<file path="config.mk">
export PLATFORM = sky130hd
export DESIGN_NAME = pipeline_hazard_ctrl
export DESIGN_NICKNAME = d
export VERILOG_FILES = /design/src/rtl/pipeline_hazard_ctrl.sv
export SDC_FILE = /design/constraint.sdc
export NUM_CORES = 1
export LEC_CHECK = 0
export CAP_MARGIN = 20
export CORE_UTILIZATION = 45
export CTS_CLUSTER_DIAMETER = 100
export DETAILED_ROUTE_END_ITERATION = 12
export GPL_ROUTABILITY_DRIVEN = 0
export GPL_TIMING_DRIVEN = 0
export PLACE_DENSITY = 0.81
export SLEW_MARGIN = 15
export SYNTH_ARGS = -nofsm -noshare
export SYNTH_HDL_FRONTEND = slang
export SYNTH_SLANG_ARGS = --single-unit
</file>
<file path="constraint.sdc">
create_clock -name clk -period 4.5 [get_ports clk]
set_input_delay 0.675 -clock clk [delete_from_list [all_inputs] [get_ports clk]]
set_output_delay 0.675 -clock clk [all_outputs]
set_load 0.01 [all_outputs]
</file>
<file path="src/rtl/pipeline_hazard_ctrl.sv">
// Stall/flush controller for the 5-stage pipeline: load-use and flag hazards,
// branch flush, memory-wait freeze with timeout halt, and a stall counter.
module pipeline_hazard_ctrl #(
    parameter int unsigned MEM_TIMEOUT = 15,
    parameter int unsigned CNT_W       = 16,
    parameter int unsigned DELAY_SLOT  = 1
) (
    input  logic             clk,
    input  logic             reset,
    input  logic             id_valid,
    input  logic [4:0]       id_rn,
    input  logic [4:0]       id_rm,
    input  logic             id_uses_rm,
    input  logic             id_uses_flags,
    input  logic             br_taken,
    input  logic             ex_valid,
    input  logic [4:0]       ex_rd,
    input  logic             ex_mem_read,
    input  logic             ex_flag_en,
    input  logic             mem_req,
    input  logic             mem_ready,
    output logic             pc_en,
    output logic             ifid_en,
    output logic             ifid_flush,
    output logic             idex_bubble,
    output logic             ex_mem_en,
    output logic             memwb_bubble,
    output logic             halted,
    output logic [CNT_W-1:0] stall_count
);

    localparam int unsigned WAIT_W = 8;

    typedef enum logic [1:0] {
        S_RUN      = 2'd0,
        S_MEM_WAIT = 2'd1,
        S_HALT     = 2'd2
    } state_t;

    state_t              state;
    state_t              state_nxt;
    logic   [WAIT_W-1:0] wait_cnt;
    logic   [WAIT_W-1:0] wait_nxt;

    logic lu;
    logic fu;
    logic mw;

    logic run_pc_en;
    logic run_ifid_en;
    logic run_ifid_flush;
    logic run_idex_bubble;
    logic run_ex_mem_en;
    logic run_memwb_bubble;

    // X31 is the zero register and never carries a dependency
    assign lu = id_valid & ex_valid & ex_mem_read & (ex_rd != 5'd31)
              & ((ex_rd == id_rn) | (id_uses_rm & (ex_rd == id_rm)));
    assign fu = id_valid & id_uses_flags & ex_valid & ex_flag_en;
    assign mw = mem_req & ~mem_ready;

    // Outputs when no memory freeze is in effect
    always_comb begin
        run_pc_en        = 1'b1;
        run_ifid_en      = 1'b1;
        run_ifid_flush   = 1'b0;
        run_idex_bubble  = 1'b0;
        run_ex_mem_en    = 1'b1;
        run_memwb_bubble = 1'b0;
        if (lu || fu) begin
            run_pc_en       = 1'b0;
            run_ifid_en     = 1'b0;
            run_idex_bubble = 1'b1;
        end else if (br_taken) begin
            run_ifid_flush = (DELAY_SLOT == 0);
        end
    end

    // Next-state and output selection
    always_comb begin
        state_nxt    = state;
        wait_nxt     = wait_cnt;
        pc_en        = run_pc_en;
        ifid_en      = run_ifid_en;
        ifid_flush   = run_ifid_flush;
        idex_bubble  = run_idex_bubble;
        ex_mem_en    = run_ex_mem_en;
        memwb_bubble = run_memwb_bubble;

        case (state)
            S_RUN: begin
                if (mw) begin
                    pc_en        = 1'b0;
                    ifid_en      = 1'b0;
                    ifid_flush   = 1'b0;
                    idex_bubble  = 1'b0;
                    ex_mem_en    = 1'b0;
                    memwb_bubble = 1'b1;
                    state_nxt    = S_MEM_WAIT;
                    wait_nxt     = WAIT_W'(1);
                end
            end
            S_MEM_WAIT: begin
                if (mem_ready) begin
                    state_nxt = S_RUN;
                    wait_nxt  = '0;
                end else begin
                    pc_en        = 1'b0;
                    ifid_en      = 1'b0;
                    ifid_flush   = 1'b0;
                    idex_bubble  = 1'b0;
                    ex_mem_en    = 1'b0;
                    memwb_bubble = 1'b1;
                    if (wait_cnt == WAIT_W'(MEM_TIMEOUT)) begin
                        state_nxt = S_HALT;
                    end else begin
                        wait_nxt = wait_cnt + WAIT_W'(1);
                    end
                end
            end
            S_HALT: begin
                pc_en        = 1'b0;
                ifid_en      = 1'b0;
                ifid_flush   = 1'b0;
                idex_bubble  = 1'b1;
                ex_mem_en    = 1'b0;
                memwb_bubble = 1'b1;
            end
            default: begin
                state_nxt = S_RUN;
                wait_nxt  = '0;
            end
        endcase

        // Reset overrides immediately, without waiting for a clock edge
        if (!reset) begin
            pc_en        = 1'b0;
            ifid_en      = 1'b0;
            ifid_flush   = 1'b1;
            idex_bubble  = 1'b1;
            ex_mem_en    = 1'b0;
            memwb_bubble = 1'b1;
        end
    end

    always_ff @(posedge clk or negedge reset) begin
        if (!reset) begin
            state       <= S_RUN;
            wait_cnt    <= '0;
            halted      <= 1'b0;
            stall_count <= '0;
        end else begin
            state    <= state_nxt;
            wait_cnt <= wait_nxt;
            if (state_nxt == S_HALT) begin
                halted <= 1'b1;
            end
            if ((state != S_HALT) && !pc_en && (stall_count != '1)) begin
                stall_count <= stall_count + CNT_W'(1);
            end
        end
    end

endmodule

</file>
# Yosys cells after proc, flatten, opt, wreduce, memory -nomap -nowiden
# Cells that the tools add are included.
# word_totals
register_bits	27
elab_cells	62
# op_classes
add_sub_neg	2
n_eq_ne	11
n_mux	27
bitwise_logic	12
n_reduce_logical	6
# op_table
operator	count
two-way mux 8 bit	3
one-hot mux 8 bit (3 select lines)	1
adder 16 x 1 -> 16 bit (second input constant)	1
inequality test 16 bit (second input constant)	1
two-way mux 1 bit	15
one-hot mux 1 bit (3 select lines)	4
equality test 5 bit	2
AND 1 bit	9
adder 8 x 1 -> 8 bit (second input constant)	1
equality test 8 x 4 -> 1 bit (second input constant)	1
two-way mux 2 bit	3
one-hot mux 2 bit (3 select lines)	1
inequality test 5 bit (second input constant)	1
equality test 2 bit (second input constant)	2
inequality test 2 bit (second input constant)	2
inequality test 3 bit (second input constant)	1
AND reduction 3 bit	1
equality test 2 x 1 -> 1 bit (second input constant)	1
logical AND 1 bit	2
zero test 2 bit	1
inverter 1 bit	2
zero test 1 bit	1
logical OR 1 bit	1
OR 1 bit	1

# Logic depth before layout (Yosys ltp)
# depth
ltp_word	12
mapped_depth	8
depth_no_buf	7

# Worst setup path after synthesis
# OpenSTA, ideal clock, no wires.
# synth_path
kind	input port to output port
from	in ex_rd[4]
to	out idex_bubble
arrival_time_ns	1.638
slack_ns	2.187
path_stages	6
path_cell_list	xnor2_1 nand3_1 o22ai_1 a21boi_0 and2_1 o221ai_1
# synth_between
elab_chain_cells	9
word_cells_on_any_way	13
cone_classes	eq/ne: 3; mux: 5; bitwise: 4; reduce/logical: 1
# synth_rtl
element	line	source
start: declaration	17	input logic [4:0] ex_rd,
equality test 5 bit	58	& ((ex_rd == id_rn) | (id_uses_rm & (ex_rd == id_rm)));
AND 1 bit	58	
OR 1 bit	58	
AND 1 bit (*)	58	
logical OR 1 bit (*)	70	if (lu || fu) begin
two-way mux 1 bit (*)	70	
two-way mux 1 bit, on equally long branches	104, 92	
one-hot mux 1 bit (3 select lines) (*)	90	case (state)
two-way mux 1 bit (*)	136	if (!reset) begin
end: declaration	25	output logic idex_bubble,
# Mark *: on every way between the ends. The rest lies on a longest branch, timed or not.

# Worst setup path after layout
# layout_path
from	in reset
to	out pc_en
# layout_between
elab_chain_cells	1
# layout_rtl
element	line	source
start: declaration	9	input logic reset,
two-way mux 1 bit	136	
end: declaration	22	output logic pc_en,
# Every way passes these cells.

==> impl_results.md <==
* Setup ws final at 1035 ps
* Mapped Nets at 190
* Antenna fix cells at 0
* Main synth FF type: dfrtp_1
* Critical path buffer and inverter count at 4
* # hold bufs at CTS at 0
* Warnings from Yosys at 0
* Ys async rst share at 1.000
* Die area at 3658 sq um
* Worst reg-to-reg path cell count at 7
* Clock Path Buffers at 2
* Clk pwr share at 0.264
* DRC Markers at 0
* Net Sw Frac at 0.2186
* Crit path capture type: output pin
* Hold Path Class: in -> async
* Post-Synthesis Cells at 162
* Post-DP HPWL at 2.747 mm
* Worst-Margin Slew at 626.5 ps
* Mean Syn Cell Area at 9.500 sq um
* Layout Skew at 3.999 ps
* CTS buffer count at 3
* Req. time, crit path at 3830 ps
* Initial antenna violation count at 0
* Final period utilization at 0.7701
* Clock-pin slew on the worst setup and hold paths at 140 ps
* DR vias/cell at 5.397
* Pre-CTS WS at 973.1 ps
* Port buffer count at 47
* Power Total at 389.5 uW
* First-pass GRT wire length at 5.457 mm
* Combinational group share of total power at 0.111
* DRT antenna net count at 0
* P&R area growth vs syn at 35.53%
* Initial drt markers at 55
* WHS at 345.1 ps
* Drt first pass iters at 4
* Post-synth EDFFs at 0
* Core ar. at 3153 sq um
* Max-slew headroom at 0.5823
* RSZ-0062 raised after global routing: false
* Family with the most delay on the worst path: buffers and inverters
* IO Count at 49
* Worst-Skew Late Latency at 320 ps
* Psw at 85.15 uW
* Crit-path slowest cell: clkdlybuf4s50_1
* LEAKAGE at 0.0008133 uW
* Routed WL per cell at 13.29 um
* Die width at 60.48 um
* CTS tree: yes
* Clk sink count at 27
* Via count at 1387
* Final hold vios at 0
* Starting Density at 0.4881
* Post-synthesis register bit count at 27
* Power Dens Cells at 186.7 nW/um^2
* Row cnt at 20
* CP max FO at 30
* Crit Path Class: in -> out
* Vias in the first global route at 1305
* Final setup viols at 0
* MaxCap Viol Count at 0
* Layout cell share with drive strength beyond 1 at 0.08451
* F_max at 288.6 MHz
* Setup TNS at 0 ps
* Final wirelength at 3.416 mm
* Int Power at 304.3 uW
* CTS Root Cell: clkbuf_4
* Nets at 242
* Worst reg-to-reg setup slack at 2580 ps
* Status: finished, final reports clean
* Worst Setup Start Kind: input pin
* CTS-repair resized insts at 0
* Sequential power share at 0.625
* Critical path data arrival time at 2790 ps
* Worst-case vdd ir drop at 0.09968 mV
* Buffers inserted by post-CTS timing repair at 0
* Tot GR Track Use at 0.2001
* Largest net degree at the start of global routing at 31
* Final Slew Violations at 0
* Total congestion overflow at 0
* Die height at 60.48 um
* H-tree levels at 1
* Seq/Total Area, Yosys at 0.4390
* Crit path depth at 7
* Minimum clock period at 3465 ps
* Post-synthesis cell area at 1539 sq um
* Count of cell types in the netlist at 38
* Critical-path cell list: buf_2 -> o311a_2 -> nand2_1 -> a21oi_2 -> buf_6 -> buf_4 -> clkdlybuf4s50_1
* CP peak stage delay at 510 ps
[path summary, 6_finish.rpt]
path	from	end
setup / recovery	reset	pc_en
hold / removal	reset	wait_cnt[7]
setup reg to reg	state[1]	stall_count[7]
hold reg to reg	halted	halted
max in group asynchronous	reset	halted
min in group clk	halted	halted
[synthesized netlist by cell type (2+ instances only)]
master	count	area share
a31oi_1	2	0.0081
and3_1	6	0.024
buf_4	2	0.0098
dfrtp_1	27	0.44
ha_1	2	0.016
inv_1	4	0.0098
nand2_1	23	0.056
nand3_1	6	0.020
nand3b_1	2	0.0098
nand4_1	7	0.028
nor2_1	10	0.024
nor3_1	9	0.029
nor4_1	5	0.020
o21ai_0	10	0.033
xnor2_1	11	0.063
xor2_1	14	0.080
[cell families (layout without fill, tap and decap cells)]
kind of cell             Yosys count  in the layout  synth area share
XOR/XNOR                          25             25            0.1423
multiplexers                       1              1          0.009753
flip-flops                        27             27            0.4390
AND/OR/NAND/NOR                   77             77            0.2667
buffers and inverters              8             59           0.02926
AO/OA/AOI/OAI                     22             22           0.09676
adder cells (fa/ha/maj)            2              2           0.01626
[worst register-to-register path, cell delays in order (launching register included)]
cell	delay, ps
dfrtp_1	450
or2b_4	250
o311a_2	210
nand2_1	70
a21oi_2	360
buf_6	220
nor3_1	80
xor2_1	160
[power by group through the flow]
| stage | logic (uW) | clock network (uW) | registers, uW |
|---|---|---|---|
| CTS | 44.2 | 106 | 244 |
| finish | 43.3 | 103 | 244 |
| global placement | 43.0 | 0 | 248 |
| detailed placement | 44.1 | 0 | 248 |
| floorplan | 12.3 | 0 | 248 |
| global route | 47.0 | 116 | 244 |
[state kept, by name, summed over array words and instances, names as in the netlist]
name,cells
halted,1
wait_cnt,8
state,2
stall_count,16
[metrics by stage]
stage	utilization	std cells	cell area, sq um
CTS	0.6615	257	2086
finish	0.6615	257	2086
global route	0.6615	257	2086
detailed placement	0.6532	253	2059
global placement	0.6548	253	2064
floorplan	-	162	1539
[cell usage in the layout, fill, tap and decap left out, types with 3 or more instances in the layout]
master and count:
xor2_1 14, nand4_1 7, nor4_1 5, nand2_1 23, nor3_1 9, nor2_1 10
dfrtp_1 27, and3_1 6, clkdlybuf4s50_1 46, inv_1 4, clkbuf_4 3, nand3_1 6
xnor2_1 11, o21ai_0 10
[final cells by class]
cell class,count,area (sq um)
multi-input cells,127,818.3
flip-flops and latches,27,675.6
plain buffers,4,30.03
clock buffers,4,26.28
repair buffers,47,465.4
well taps,44,55.05
inverters,4,15.01
fillers,277,1067
[layer usage]
layer  track usage  routed length [um]
met2        0.3595                1802
met1        0.2432                1408
met3       0.01919                 148
met5             0                   0
met4       0.08766                  57
No activity file was read; power rests on OpenSTA's default activity.
